$ cat src/rtl/uart_frame_pkg.sv
// Shared types and constants for the UART frame parser: FSM states, drop
// causes and the default start-of-frame marker.
package uart_frame_pkg;

    typedef enum logic [2:0] {
        IDLE,
        LEN,
        PAYLOAD,
        CHK,
        DRAIN
    } state_t;

    typedef enum logic [1:0] {
        ERR_NONE    = 2'b00,
        ERR_LEN     = 2'b01,
        ERR_CHK     = 2'b10,
        ERR_TIMEOUT = 2'b11
    } err_code_t;

    localparam logic [7:0] DEFAULT_SOF_BYTE = 8'hA5;

endpackage

$ cat src/rtl/uart_frame_if.sv
// Byte-in / payload-out stream bundle of the frame parser. The parser sits on
// the master side; the UART receiver and payload consumer sit on the slave side.
interface uart_frame_if #(
    parameter int DATA_BITS = 8
) ();

    logic [DATA_BITS-1:0] rx_data;
    logic                 rx_valid;
    logic [DATA_BITS-1:0] payload_data;
    logic                 payload_valid;
    logic                 payload_last;
    logic                 payload_ready;

    modport master (
        input  rx_data,
        input  rx_valid,
        input  payload_ready,
        output payload_data,
        output payload_valid,
        output payload_last
    );

    modport slave (
        output rx_data,
        output rx_valid,
        output payload_ready,
        input  payload_data,
        input  payload_valid,
        input  payload_last
    );

endinterface

$ cat src/rtl/uart_frame_buf.sv
// Payload holding buffer: register array with one synchronous write port and
// one combinational read port.
module uart_frame_buf #(
    parameter int DATA_BITS = 8,
    parameter int DEPTH     = 16,
    parameter int ADDR_W    = (DEPTH > 1) ? $clog2(DEPTH) : 1
) (
    input  logic                 clk,
    input  logic                 we,
    input  logic [ADDR_W-1:0]    wr_addr,
    input  logic [DATA_BITS-1:0] wr_data,
    input  logic [ADDR_W-1:0]    rd_addr,
    output logic [DATA_BITS-1:0] rd_data
);

    logic [DATA_BITS-1:0] mem [DEPTH];

    // NOTE: storage is deliberately not reset; a byte is only read after it was
    // written in the current frame, and the top masks the read data when idle.
    always_ff @(posedge clk) begin
        if (we) begin
            mem[wr_addr] <= wr_data;
        end
    end

    assign rd_data = mem[rd_addr];

endmodule

$ cat src/rtl/uart_frame_parser.sv
// Recovers SOF/LEN/payload/CHK frames from a received byte stream, buffers the
// payload until the checksum passes, then streams it out with valid/ready.
module uart_frame_parser
    import uart_frame_pkg::*;
#(
    parameter int                   DATA_BITS      = 8,
    parameter int                   MAX_PAYLOAD    = 16,
    parameter logic [DATA_BITS-1:0] SOF_BYTE       = DATA_BITS'(DEFAULT_SOF_BYTE),
    parameter int                   TIMEOUT_CYCLES = 100000
) (
    input  logic                               clk,
    input  logic                               reset,
    uart_frame_if.master                       bus,
    output logic [$clog2(MAX_PAYLOAD+1)-1:0]   frame_len,
    output logic                               frame_ok,
    output logic                               frame_err,
    output logic [1:0]                         err_code,
    output logic                               rx_overrun,
    output logic                               busy
);

    localparam int LEN_W  = $clog2(MAX_PAYLOAD + 1);
    localparam int ADDR_W = (MAX_PAYLOAD > 1) ? $clog2(MAX_PAYLOAD) : 1;
    localparam int TMO_W  = (TIMEOUT_CYCLES > 1) ? $clog2(TIMEOUT_CYCLES) : 1;
    localparam logic [LEN_W-1:0] LEN_ONE  = LEN_W'(1);
    localparam logic [TMO_W-1:0] TMO_LAST = TMO_W'(TIMEOUT_CYCLES - 1);

    state_t               state_q,   state_d;
    logic [LEN_W-1:0]     len_q,     len_d;
    logic [DATA_BITS-1:0] acc_q,     acc_d;
    logic [LEN_W-1:0]     wr_idx_q,  wr_idx_d;
    logic [LEN_W-1:0]     rd_idx_q,  rd_idx_d;
    logic [TMO_W-1:0]     tmo_q,     tmo_d;
    logic [LEN_W-1:0]     flen_q,    flen_d;
    err_code_t            code_q,    code_d;
    logic                 ok_q,      ok_d;
    logic                 err_q,     err_d;
    logic                 ovr_q,     ovr_d;
    logic                 buf_we;

    logic [DATA_BITS-1:0] acc_sum;
    logic [DATA_BITS-1:0] buf_rd;
    logic                 in_frame;
    logic                 tmo_expired;
    logic                 len_ok;
    logic                 rd_last;

    uart_frame_buf #(
        .DATA_BITS (DATA_BITS),
        .DEPTH     (MAX_PAYLOAD),
        .ADDR_W    (ADDR_W)
    ) u_buf (
        .clk     (clk),
        .we      (buf_we),
        .wr_addr (wr_idx_q[ADDR_W-1:0]),
        .wr_data (bus.rx_data),
        .rd_addr (rd_idx_q[ADDR_W-1:0]),
        .rd_data (buf_rd)
    );

    assign acc_sum     = acc_q + bus.rx_data;
    assign in_frame    = (state_q == LEN) || (state_q == PAYLOAD) || (state_q == CHK);
    // A byte arriving on the expiry cycle wins over the timeout.
    assign tmo_expired = in_frame && !bus.rx_valid && (tmo_q == TMO_LAST);
    assign len_ok      = (bus.rx_data != '0) && (int'(bus.rx_data) <= MAX_PAYLOAD);
    assign rd_last     = (rd_idx_q == len_q - LEN_ONE);

    always_comb begin
        state_d  = state_q;
        len_d    = len_q;
        acc_d    = acc_q;
        wr_idx_d = wr_idx_q;
        rd_idx_d = rd_idx_q;
        flen_d   = flen_q;
        code_d   = code_q;
        ok_d     = 1'b0;
        err_d    = 1'b0;
        ovr_d    = 1'b0;
        buf_we   = 1'b0;
        tmo_d    = '0;

        if (in_frame && !bus.rx_valid) begin
            tmo_d = tmo_q + TMO_W'(1);
        end

        unique case (state_q)
            IDLE: begin
                if (bus.rx_valid && bus.rx_data == SOF_BYTE) begin
                    state_d = LEN;
                end
            end
            LEN: begin
                if (bus.rx_valid) begin
                    if (len_ok) begin
                        len_d    = LEN_W'(bus.rx_data);
                        acc_d    = bus.rx_data;
                        wr_idx_d = '0;
                        state_d  = PAYLOAD;
                    end else begin
                        err_d   = 1'b1;
                        code_d  = ERR_LEN;
                        state_d = IDLE;
                    end
                end else if (tmo_expired) begin
                    err_d   = 1'b1;
                    code_d  = ERR_TIMEOUT;
                    state_d = IDLE;
                end
            end
            PAYLOAD: begin
                if (bus.rx_valid) begin
                    buf_we = 1'b1;
                    acc_d  = acc_sum;
                    if (wr_idx_q == len_q - LEN_ONE) begin
                        state_d = CHK;
                    end else begin
                        wr_idx_d = wr_idx_q + LEN_ONE;
                    end
                end else if (tmo_expired) begin
                    err_d   = 1'b1;
                    code_d  = ERR_TIMEOUT;
                    state_d = IDLE;
                end
            end
            CHK: begin
                if (bus.rx_valid) begin
                    if (acc_sum == '0) begin
                        ok_d     = 1'b1;
                        flen_d   = len_q;
                        rd_idx_d = '0;
                        state_d  = DRAIN;
                    end else begin
                        err_d   = 1'b1;
                        code_d  = ERR_CHK;
                        state_d = IDLE;
                    end
                end else if (tmo_expired) begin
                    err_d   = 1'b1;
                    code_d  = ERR_TIMEOUT;
                    state_d = IDLE;
                end
            end
            DRAIN: begin
                ovr_d = bus.rx_valid;
                if (bus.payload_ready) begin
                    if (rd_last) begin
                        rd_idx_d = '0;
                        state_d  = IDLE;
                    end else begin
                        rd_idx_d = rd_idx_q + LEN_ONE;
                    end
                end
            end
            default: state_d = IDLE;
        endcase
    end

    // NOTE: every register here is updated with <= so all of them see the same
    // pre-edge values computed by the combinational block above.
    always_ff @(posedge clk or negedge reset) begin
        if (!reset) begin
            state_q  <= IDLE;
            len_q    <= '0;
            acc_q    <= '0;
            wr_idx_q <= '0;
            rd_idx_q <= '0;
            tmo_q    <= '0;
            flen_q   <= '0;
            code_q   <= ERR_NONE;
            ok_q     <= 1'b0;
            err_q    <= 1'b0;
            ovr_q    <= 1'b0;
        end else begin
            state_q  <= state_d;
            len_q    <= len_d;
            acc_q    <= acc_d;
            wr_idx_q <= wr_idx_d;
            rd_idx_q <= rd_idx_d;
            tmo_q    <= tmo_d;
            flen_q   <= flen_d;
            code_q   <= code_d;
            ok_q     <= ok_d;
            err_q    <= err_d;
            ovr_q    <= ovr_d;
        end
    end

    assign bus.payload_valid = (state_q == DRAIN);
    assign bus.payload_data  = (state_q == DRAIN) ? buf_rd : '0;
    assign bus.payload_last  = (state_q == DRAIN) && rd_last;

    assign frame_len  = flen_q;
    assign frame_ok   = ok_q;
    assign frame_err  = err_q;
    assign err_code   = code_q;
    assign rx_overrun = ovr_q;
    assign busy       = (state_q != IDLE);

endmodule

$ cat src/flat_wrapper.sv
// flat-port wrapper written by rule: the top's interface ports become plain ports
module uart_frame_parser_flat import uart_frame_pkg::*;
#(
    parameter int                   DATA_BITS      = 8,
    parameter int                   MAX_PAYLOAD    = 16,
    parameter logic [DATA_BITS-1:0] SOF_BYTE       = DATA_BITS'(DEFAULT_SOF_BYTE),
    parameter int                   TIMEOUT_CYCLES = 100000
)
  (clk, reset, frame_len, frame_ok, frame_err, err_code, rx_overrun, busy, bus_rx_data, bus_rx_valid, bus_payload_ready, bus_payload_data, bus_payload_valid, bus_payload_last);
  uart_frame_if #(.DATA_BITS(DATA_BITS)) bus_i ();
  input  logic clk;
  input  logic reset;
  output logic [$clog2(MAX_PAYLOAD+1)-1:0] frame_len;
  output logic frame_ok;
  output logic frame_err;
  output logic [1:0] err_code;
  output logic rx_overrun;
  output logic busy;
  input wire logic [$bits(bus_i.rx_data)-1:0] bus_rx_data;
  input wire logic [$bits(bus_i.rx_valid)-1:0] bus_rx_valid;
  input wire logic [$bits(bus_i.payload_ready)-1:0] bus_payload_ready;
  output wire logic [$bits(bus_i.payload_data)-1:0] bus_payload_data;
  output wire logic [$bits(bus_i.payload_valid)-1:0] bus_payload_valid;
  output wire logic [$bits(bus_i.payload_last)-1:0] bus_payload_last;
  assign bus_i.rx_data = bus_rx_data;
  assign bus_i.rx_valid = bus_rx_valid;
  assign bus_i.payload_ready = bus_payload_ready;
  assign bus_payload_data = bus_i.payload_data;
  assign bus_payload_valid = bus_i.payload_valid;
  assign bus_payload_last = bus_i.payload_last;
  uart_frame_parser #(.DATA_BITS(DATA_BITS), .MAX_PAYLOAD(MAX_PAYLOAD), .SOF_BYTE(SOF_BYTE), .TIMEOUT_CYCLES(TIMEOUT_CYCLES)) u_core (.clk(clk), .reset(reset), .bus(bus_i), .frame_len(frame_len), .frame_ok(frame_ok), .frame_err(frame_err), .err_code(err_code), .rx_overrun(rx_overrun), .busy(busy));
endmodule
$ cat config.mk
export PLATFORM = sky130hd
export DESIGN_NAME = uart_frame_parser_flat
export DESIGN_NICKNAME = d
export VERILOG_FILES = /design/src/rtl/uart_frame_pkg.sv /design/src/rtl/uart_frame_if.sv /design/src/rtl/uart_frame_buf.sv /design/src/rtl/uart_frame_parser.sv /design/src/flat_wrapper.sv
export SDC_FILE = /design/constraint.sdc
export NUM_CORES = 1
export LEC_CHECK = 0
export ABC_AREA = 1
export ABC_CLOCK_PERIOD_IN_PS = 2720
export BUFFER_PORTS_ARGS = -buffer_cell sky130_fd_sc_hd__buf_2
export CORE_MARGIN = 2
export CORE_UTILIZATION = 46
export CTS_CLUSTER_DIAMETER = 80
export DETAILED_ROUTE_END_ITERATION = 8
export PLACE_DENSITY_LB_ADDON = 0.25
export SYNTH_ARGS = -nofsm -noshare
export SYNTH_HDL_FRONTEND = slang
export SYNTH_HIERARCHICAL = 1
export SYNTH_SLANG_ARGS = --single-unit
export TNS_END_PERCENT = 1
$ cat constraint.sdc
create_clock -name clk -period 2.72 [get_ports clk]
set_clock_uncertainty 0.2 [all_clocks]
set_input_delay 0.136 -clock clk [delete_from_list [all_inputs] [get_ports clk]]
set_output_delay 0.136 -clock clk [all_outputs]
set_load 0.02 [all_outputs]
==> results.md, run 1 <==
- Reg2reg path depth: 15
- Post-synth EDFFs: 128
- Vias in the first global route: 6541
- YS warnings: 6
- Actual slew at the worst max-slew pin: 0.673 ns
- Starting Density: 46.6%
- Setup TNS Final: 0 ns
- # DRC: 0
- Die Height: 144 µm
- Async set-reset flop share out of synthesis: 29.3%
- Sink Count: 181
- All-layer global routing usage: 22.3%
- Worst hold margin: 0.0389 ns
- Number of vias in the routed layout: 6873
- Total die area: 0.0208 mm²
- Synthesized area per cell: 8.89 µm²
- Post-DP HPWL: 14200 µm
- Area of the core: 0.0194 mm²
- Ys flop type: edfxtp_1
- Yosys cell types: 43
- Area leader, netlist: edfxtp_1
- H-tree depth: 4
- Switching Share: 25.8%
- Met1 WL: 9960 µm
- WL final: 21600 µm
- Num CTS Buffers: 17
- Postcts setup bufs: 0
- Crit share post-route: 93.5%
- Post-route cell area: 0.0103 mm²
- FF-to-FF setup slack: 0.25 ns
- # setup viols final: 0
- Placed cell areas: 0.00964 mm²
- Yosys reg bits: 181
- Final ANT Viol Nets: 0
- Global route overflow: 0
- Sequential fraction of the synthesis area: 57.2%
- WS Path Type: reg2out
- Max-Cap Viols: 0
- Drt first pass iters: 5
- Mapped cell area: 0.00904 mm²
- Vias per cell: 5.04
- Status: finished clean
- Root Buffer: clkbuf_16
- Top cells by area, synth: edfxtp_1, dfrtp_1, nand2_1
- Crit path DAT: 2.21 ns
- Worst VDD drop: 0.435 mV
- Fillers: 1799
- First-pass GRT wire length: 34500 µm
- Critical Path Sink Type: output port
- Max Used Layer: met4
- Worst Hold Class: in2async
- Initial antenna violation count: 0
- Synthesized net count: 1040
- Max Freq: 393 MHz
- Worst R2R End: u_core/rd_idx_q[1]
- 1st-iter DRT viols: 515
- CTS tree: built
- Slew margin rel.: 55.1%
- Largest net degree at the start of global routing: 70
- Post_cts resized: 0
- Switching power total: 1.66 mW
- RSZ-0062 raised after global routing: no
- Met3 WL: 934 µm
- Worst-path clk slew: 0.07 ns
- # rows: 51
- Final-stage net count: 1110
- Share of layout cells above drive strength 1: 12.3%
- Setup crit start kind: flop
- Leak: 4.63 nW
- CTS Buffer Depth: 2
- Sequential power share: 48.2%
- I/O pin cnt: 33
- Pwr dens: 623 mW/mm²
- Die X: 144 µm
- Number of port buffers: 32
- Final Hold Vio Count: 0
- Clk Latency, worst-skew pair: 0.43 ns
- Int Pwr: 4.78 mW
- Worst R2R Start: u_core/acc_q[0]
- Clock share of power: 39.5%
- Combinational share of power: 12.3%
- Synth-to-layout area growth: 14.5%
- Critical Path Fanout Max: 29
- WP data required: 2.38 ns
- Met2 WL: 10200 µm
- Post-synth top area share: 42.5%
- WL per Instance: 15.9 µm
- Minimum clock period: 2.54 ns
- Mapped Cells: 1016
- Gp weighted congestion: 0.866
- Ant diodes: 0
- Final Max Slew Viols: 0
## cell families after synthesis
logic type               count (synthesis)  share of synthesized area, %
flip-flops                             181                          57.2
adder cells (fa/ha/maj)                 12                          1.74
AO/OA/AOI/OAI                           46                          3.13
AND/OR/NAND/NOR                        562                          27.1
buffers and inverters                  201                          9.44
XOR/XNOR                                14                          1.36
## synth_stat cells (2+ instances only)
library cell / count
nand2_1: 297
inv_1: 157
nand3_1: 132
edfxtp_1: 128
nor2_1: 87
dfrtp_1: 53
a21oi_1: 19
nand4_1: 15
buf_2: 14
ha_1: 11
inv_2: 11
nor3_1: 9
xor2_1: 9
buf_6: 8
o21ai_1: 6
buf_4: 5
o21ai_0: 5
o21ai_2: 5
xnor2_1: 5
a31oi_1: 4
nand3b_1: 4
clkbuf_1: 3
nand2_2: 3
nor2_2: 3
a21oi_2: 2
nand4_4: 2
nor3b_1: 2
nor4_1: 2
## area by class of cell
cell class              count  area (µm²)  share of cell area (%)
multi-input cells         634        3010                    29.1
well taps                 265         332                    3.20
flip-flops and latches    181        5170                    50.0
repair buffers             82         586                    5.66
clock buffers              18         429                    4.15
clock inverters            14         175                    1.69
inverters                 170         641                    6.19
## power groups by stage
stage	Sequential, mW	Clock, mW	Combinational (mW)
6_report	3.11	2.54	0.790
5_1_grt	3.12	2.69	0.906
4_1_cts	3.11	2.58	0.790
3_5_place_dp	3.17	0	0.775
3_3_place_gp	3.16	0	0.767
2_1_floorplan	3.16	0	0.556
## worst max path at each step
| stage | start | to | slack, ns |
|---|---|---|---|
| 2_1_floorplan | u_core/acc_q[0] | u_core/frame_len[4] | 0.52 |
| 3_3_place_gp | u_core/acc_q[0] | u_core/err_code[0] | 0.36 |
| 3_5_place_dp | u_core/acc_q[0] | u_core/rd_idx_q[1] | 0.29 |
| 4_1_cts | u_core/rd_idx_q[0] | bus_payload_data[0] | 0.15 |
| 5_1_grt | u_core/rd_idx_q[0] | bus_payload_data[0] | 0.01 |
| 6_report | u_core/rd_idx_q[0] | bus_payload_data[0] | 0.18 |
## placed cells by master (no fill, tap or decap), types with 5 or more instances in the layout
cell type      netlist  routed
nand4_1             15      15
inv_1              157     157
buf_4                5      38
dfrtp_1             53      52
a21oi_1             19      19
dlygate4sd3_1        0      10
o21ai_0              5       5
nor2_1              87      87
o21ai_1              6       6
inv_2               11      11
nand2_1            297     297
edfxtp_1           128     128
xnor2_1              5       5
o21ai_2              5       5
nor3_1               9       9
buf_2               14      32
clkbuf_16            0      17
xor2_1               9       9
nand3_1            132     132
ha_1                11      11
## layer usage
metal | global-route usage (%) | up-vias
met1 | 29.9 | 3233
met4 | 8.58 | 0
met5 | 0 | -
met3 | 3.94 | 39
met2 | 36.3 | 184
li1 | - | 3417
## stage by stage
step | setup slack, ns | power (mW) | std cells | utilization (%)
2_1_floorplan | 0.525 | 3.72 | 1016 | -
3_3_place_gp | 0.363 | 3.93 | 1322 | 49.7
3_5_place_dp | 0.292 | 3.94 | 1322 | 49.7
4_1_cts | 0.154 | 6.48 | 1364 | 53.3
5_1_grt | 0.0102 | 6.72 | 1364 | 53.3
6_report | 0.177 | 6.44 | 1364 | 53.3
## flip-flops by register name, indices dropped and copies added, names as in the netlist
| register | count |
|---|---|
| u_core/frame_len | 5 |
| u_core/err_code | 2 |
| u_core/len_q | 5 |
| u_core/tmo_q | 17 |
| u_core/rd_idx_q | 5 |
| u_core/wr_idx_q | 5 |
| u_core/frame_ok | 1 |
| u_core/u_buf/mem | 128 |
| u_core/state_q | 3 |
| u_core/rx_overrun | 1 |
| u_core/frame_err | 1 |
| u_core/acc_q | 8 |
## worst max-delay path, cell delays in order, from the launching register on
cell and delay, ns:
dfrtp_2 0.43, inv_2 0.30, buf_12 0.25, nand2_1 0.07
nand2_1 0.05, nand2_1 0.05, nand3_1 0.08, nand3_1 0.12
nand2_1 0.13, inv_1 0.05, nor2_1 0.08, buf_2 0.16
## what timing repair did
item / 4_1_cts / 5_1_grt
hold endpoints to repair: 92 / 0
endpoints found under the setup margin: 0 / 0
hold buffers: 10 / 0
(Power assumes the default switching activity.)
==> run 2, diff against run 1 <==
--- a/config.mk
+++ b/config.mk
@@ -8,11 +8,12 @@
 export ABC_AREA = 1
 export ABC_CLOCK_PERIOD_IN_PS = 2720
 export BUFFER_PORTS_ARGS = -buffer_cell sky130_fd_sc_hd__buf_2
+export CORE_ASPECT_RATIO = 0.8
 export CORE_MARGIN = 2
 export CORE_UTILIZATION = 46
 export CTS_CLUSTER_DIAMETER = 80
 export DETAILED_ROUTE_END_ITERATION = 8
-export PLACE_DENSITY_LB_ADDON = 0.25
+export PLACE_DENSITY = 0.58
 export SYNTH_ARGS = -nofsm -noshare
 export SYNTH_HDL_FRONTEND = slang
 export SYNTH_HIERARCHICAL = 1
==> run 2 against run 1 <==
Net effect: critical path type unchanged; cell count fell by 0.95%; sequential power barely moved; largest cell class unchanged; sequential cell count unchanged; power fell by 3.4%; highest routed layer unchanged; utilization increased by 0.051 points; sequential share of layout area is 0.62 points higher; via count decreased by 0.20%.
==> results.md, run 2 (synthesis gave the netlist of run 1 again) <==
- WS Path Type: reg2out
- Sink Count: 181
- First-pass GRT wire length: 35200 µm
- RSZ-0062 raised after global routing: no
- Clk Latency, worst-skew pair: 0.44 ns
- WL final: 22300 µm
- H-tree depth: 4
- Gp weighted congestion: 0.784
- Share of layout cells above drive strength 1: 11.6%
- Number of port buffers: 32
- Area of the core: 0.0191 mm²
- Combinational share of power: 13.0%
- Crit path DAT: 2.22 ns
- All-layer global routing usage: 22.6%
- WP data required: 2.38 ns
- Switching Share: 26.6%
- Sequential power share: 50.2%
- Final-stage net count: 1104
- Final Max Slew Viols: 0
- Critical Path Fanout Max: 21
- Post-DP HPWL: 14700 µm
- Total die area: 0.0208 mm²
- Die X: 161 µm
- # rows: 45
- Vias per cell: 5.08
- Largest register FFs: 128
- Die Height: 129 µm
- Post-route cell area: 0.0102 mm²
- Switching power total: 1.65 mW
- Largest net degree at the start of global routing: 70
- 1st-iter DRT viols: 627
- Ant diodes: 0
- Synth-to-layout area growth: 13.1%
- # setup viols final: 0
- Clock share of power: 36.8%
- # DRC: 0
- Largest regs: u_core/u_buf/mem: 128 flops, u_core/tmo_q: 17 flops, u_core/acc_q: 8 flops
- Pwr Total: 6.22 mW
- Crit share post-route: 94.0%
- Worst VDD drop: 0.362 mV
- Actual slew at the worst max-slew pin: 0.693 ns
- Global route overflow: 0
- Worst-path clk slew: 0.07 ns
- Int Pwr: 4.57 mW
- WL per Instance: 16.5 µm
- Drt first pass iters: 5
- CTS Buffer Depth: 2
- Max-Cap Viols: 0
- Minimum clock period: 2.56 ns
- Critical Path Sink Type: output port
- Worst Hold Class: in2reg
- Max Freq: 391 MHz
- Slew margin rel.: 53.6%
- Initial antenna violation count: 0
- Leak: 4.56 nW
- Root Buffer: clkbuf_16
- Final ANT Viol Nets: 0
- Most common cell after layout, fill and taps aside: nand2_1
- CTS tree: built
- Commonest cells after routing, fill and taps aside: nand2_1, inv_1, nand3_1
- Placed cell areas: 0.00960 mm²
- Final Hold Vio Count: 0
- Postcts setup bufs: 0
- Setup crit start kind: flop
- Num CTS Buffers: 17
- Largest register by flop count: u_core/u_buf/mem
- Vias in the first global route: 6224
- Status: finished clean
- Number of vias in the routed layout: 6859
- Setup TNS Final: 0 ns
- I/O pin cnt: 33
- Starting Density: 47.2%
- Pwr dens: 609 mW/mm²
[run 2: power groups by stage]
stage	Clock [mW]	Combinational, mW	Sequential [mW]
2_1_floorplan	0	0.556	3.16
3_3_place_gp	0	0.783	3.18
3_5_place_dp	0	0.795	3.18
4_1_cts	2.32	0.809	3.12
5_1_grt	2.43	0.922	3.13
6_report	2.29	0.808	3.12
[run 2: metrics by stage]
step	hold WS [ns]	std cells	util (%)	setup WS, ns
global route	0.0255	1351	53.4	0.0135
floorplan	-0.360	1016	-	0.525
CTS	0.00826	1351	53.4	0.0778
finish	0.0148	1351	53.4	0.162
global placement	-0.121	1311	50.2	0.336
detailed placement	-0.118	1311	50.2	0.241
[run 2: worst paths after layout]
check,start,to,slack [ns],cells past startpoint
hold reg to reg,u_core/tmo_q[0],u_core/tmo_q[0],0.26,1
min in group asynchronous,reset,u_core/frame_len[1],0.04,3
setup reg to reg,u_core/acc_q[0],u_core/frame_len[0],0.24,13
hold / removal,bus_rx_data[7],u_core/u_buf/mem[2][7],0.01,1
setup / recovery,u_core/rd_idx_q[0],bus_payload_data[6],0.16,11
max in group asynchronous,reset,u_core/rd_idx_q[0],1.14,3
[run 2: timing repair]
| item | 4_1_cts | 5_1_grt |
|---|---|---|
| hold buffers | 8 | 0 |
| hold endpoints to repair | 69 | 0 |
| gates resized for setup | 1 | 3 |
| setup endpoints to repair | 1 | 6 |
| pin swaps | 0 | 0 |
| cloned | 0 | 0 |
[run 2: worst max-delay path, cell delays in order (launching register included)]
cell	delay, ns
dfrtp_2	0.45
inv_6	0.18
buf_4	0.19
nand2_1	0.05
nand2_1	0.05
nand2_1	0.05
nand3_1	0.17
nand3_1	0.12
nand2_1	0.10
inv_1	0.04
nor2_1	0.17
buf_2	0.20
[run 2: final cells by class]
type | instances | area [µm²]
inverters | 170 | 647
repair buffers | 76 | 536
fillers | 1829 | 8920
well taps | 258 | 323
clock buffers | 22 | 444
clock inverters | 10 | 83.8
multi-input cells | 634 | 3020
flip-flops and latches | 181 | 5170
[run 2: per-layer routing]
layer	vias up	GRT usage, %	wire length, µm
li1	3401	-	-
met1	3263	35.2	11300
met2	172	32.9	9430
met3	23	3.07	1260
met4	0	6.78	268
met5	-	0	0
==> run 3, diff against run 2 <==
--- a/config.mk
+++ b/config.mk
@@ -14,6 +14,7 @@
 export CTS_CLUSTER_DIAMETER = 80
 export DETAILED_ROUTE_END_ITERATION = 8
 export PLACE_DENSITY = 0.58
+export RECOVER_POWER = 100
 export SYNTH_ARGS = -nofsm -noshare
 export SYNTH_HDL_FRONTEND = slang
 export SYNTH_HIERARCHICAL = 1
==> run 3 against run 2 <==
Net effect: the flow now finishes with violations (max-capacitance violations, max-slew violations); worst hold slack improved by 0.22 ns; critical path depth shrank 3; clock power is essentially flat; sequential cell count stayed put; sequential power barely moved; highest routed layer unchanged; cell count is the same; largest power group unchanged; utilization down 0.55 points; largest cell class unchanged; count of clock-buffer cells in the layout unchanged; combinational power decreased by 2%.
==> results.md, run 3 (synthesis gave the netlist of run 1 again) <==
- Worst R2R Start: u_core/state_q[2]
- Hold endpoint: u_core/acc_q[4]
- Gp weighted congestion: 0.784
- Largest net degree at the start of global routing: 70
- WS Path Type: reg2reg
- Commonest cells after routing, fill and taps aside: nand2_1, inv_1, nand3_1
- Max Freq: 387 MHz
- # setup viols final: 0
- Worst-path clk slew: 0.07 ns
- Actual slew at the worst max-slew pin: 1.55 ns
- Setup TNS Final: 0 ns
- RSZ-0062 raised after global routing: no
- Initial antenna violation count: 0
- Post-DP HPWL: 14700 µm
- Worst R2R End: u_core/u_buf/mem[1][6]
- Number of vias in the routed layout: 6869
- Die X: 161 µm
- Post-Place Cells: 1311
- Crit path DAT: 2.50 ns
- Vias in the first global route: 6224
- Total die area: 0.0208 mm²
- Drt first pass iters: 7
- Die Height: 129 µm
- Max-Cap Viols: 1
- Clk Latency, worst-skew pair: 0.44 ns
- Number of port buffers: 32
- All-layer global routing usage: 22.6%
- Leak: 4.44 nW
- I/O pin cnt: 33
- CTS tree: built
- Hold Path Cell Cnt: 5
- Global route overflow: 0
- Vias per cell: 5.08
- 1st-iter DRT viols: 644
- WL per Instance: 16.5 µm
- Starting Density: 47.2%
- Post-Layout Cell Count: 1351
- Ant diodes: 0
- Most common cell after layout, fill and taps aside: nand2_1
- Failing checks: max-capacitance violations, max-slew violations
- Setup crit start kind: flop
- Final Max Slew Viols: 27
- First-pass GRT wire length: 35200 µm
- WL final: 22400 µm
- # rows: 45
- Sink Count: 181
- Postcts setup bufs: 0
- Slew margin rel.: -3.25%
- Synth-to-layout area growth: 11.9%
- Critical Path Sink Type: flop
- Area of the core: 0.0191 mm²
- Largest register FFs: 128
- Pwr Total: 6.20 mW
- Num CTS Buffers: 17
- Hold path start: bus_rx_data[4]
- Largest regs: u_core/u_buf/mem: 128 flops, u_core/tmo_q: 17 flops, u_core/acc_q: 8 flops
- Final ANT Viol Nets: 0
- Final-stage net count: 1104
- Reg2reg path depth: 8
- Crit share post-route: 94.9%
- CTS Buffer Depth: 2
- Status: finished, violations left
- H-tree depth: 4
- FF-to-FF setup slack: 0.14 ns
- Share of layout cells above drive strength 1: 7.78%
- WP data required: 2.64 ns
- Worst VDD drop: 0.361 mV
- Root Buffer: clkbuf_16
- Pwr dens: 613 mW/mm²
- Final Hold Vio Count: 0
- # DRC: 0
- Largest register by flop count: u_core/u_buf/mem
- Critical Path Fanout Max: 10
- Worst Hold Class: in2reg
- Minimum clock period: 2.58 ns
==> run 3: cell count changes in the layout (fill, tap and decap cells not counted), moves of 4 or more <==
cell | previous run | this run
o21ai_1 | 6 | 2
buf_2 | 32 | 10
o21ai_0 | 5 | 14
buf_4 | 34 | 14
clkbuf_4 | 0 | 6
o21ai_2 | 5 | 0
clkbuf_2 | 0 | 7
clkbuf_1 | 5 | 34
==> run 3: power by group <==
part	internal, mW	total [mW]	leakage, nW	switching, mW
Clock	1.25	2.29	0.251	1.04
Sequential	3.04	3.12	1.85	0.0861
Combinational	0.268	0.789	2.34	0.521
==> run 3: stage by stage <==
step,worst slack [ns],utilization [%],area (µm²),hold slack [ns]
finish,0.138,52.8,10100,0.240
global route,0.0112,52.8,10100,0.269
CTS,0.0778,53.4,10200,0.00826
detailed placement,0.241,50.2,9600,-0.118
global placement,0.336,50.2,9600,-0.121
floorplan,0.525,-,9040,-0.360
==> run 3: repair_timing <==
item	4_1_cts	5_1_grt
hold buffers	8	0
gates resized for setup	1	3
setup endpoints to repair	1	6
endpoints found under the hold margin	69	0
==> run 3: worst max-delay path, stage by stage (launching register included) <==
cell and delay [ns]:
dfrtp_1 0.40, inv_1 0.13, nand2_1 0.12, nor2_1 0.18
inv_2 0.16, nor2_1 0.46, nand2_1 0.21, nor2_1 0.12
clkbuf_2 0.27
==> run 3: worst max-delay path by stage <==
stage / start / to / slack, ns / cells after the start
floorplan: u_core/acc_q[0] / u_core/frame_len[4] / 0.52 / 14
global placement: u_core/acc_q[0] / u_core/err_code[0] / 0.34 / 14
detailed placement: u_core/acc_q[0] / u_core/err_code[0] / 0.24 / 14
CTS: u_core/rd_idx_q[1] / bus_payload_data[0] / 0.08 / 9
global route: u_core/state_q[2] / u_core/u_buf/mem[1][6] / 0.01 / 8
finish: u_core/state_q[2] / u_core/u_buf/mem[1][6] / 0.14 / 8
==> run 3: area by class of cell <==
| cell class | count | area [µm²] |
|---|---|---|
| Inverter | 170 | 647 |
| Tap cell | 258 | 323 |
| Timing Repair Buffer | 76 | 464 |
| Clock inverter | 10 | 83.8 |
| Multi-Input combinational cell | 634 | 2980 |
| Sequential cell | 181 | 5170 |
| Fill cell | 1854 | 9030 |
| Clock buffer | 22 | 444 |
==> run 3: layer usage <==
layer / share of wire [%] / routed length (µm) / vias to the layer above / global-route usage, %
met5: 0 / 0 / - / 0
met1: 51 / 11400 / 3277 / 35.2
met2: 43 / 9500 / 168 / 32.9
met4: 1.1 / 236 / 0 / 6.78
met3: 5.6 / 1260 / 20 / 3.07
li1: - / - / 3404 / -
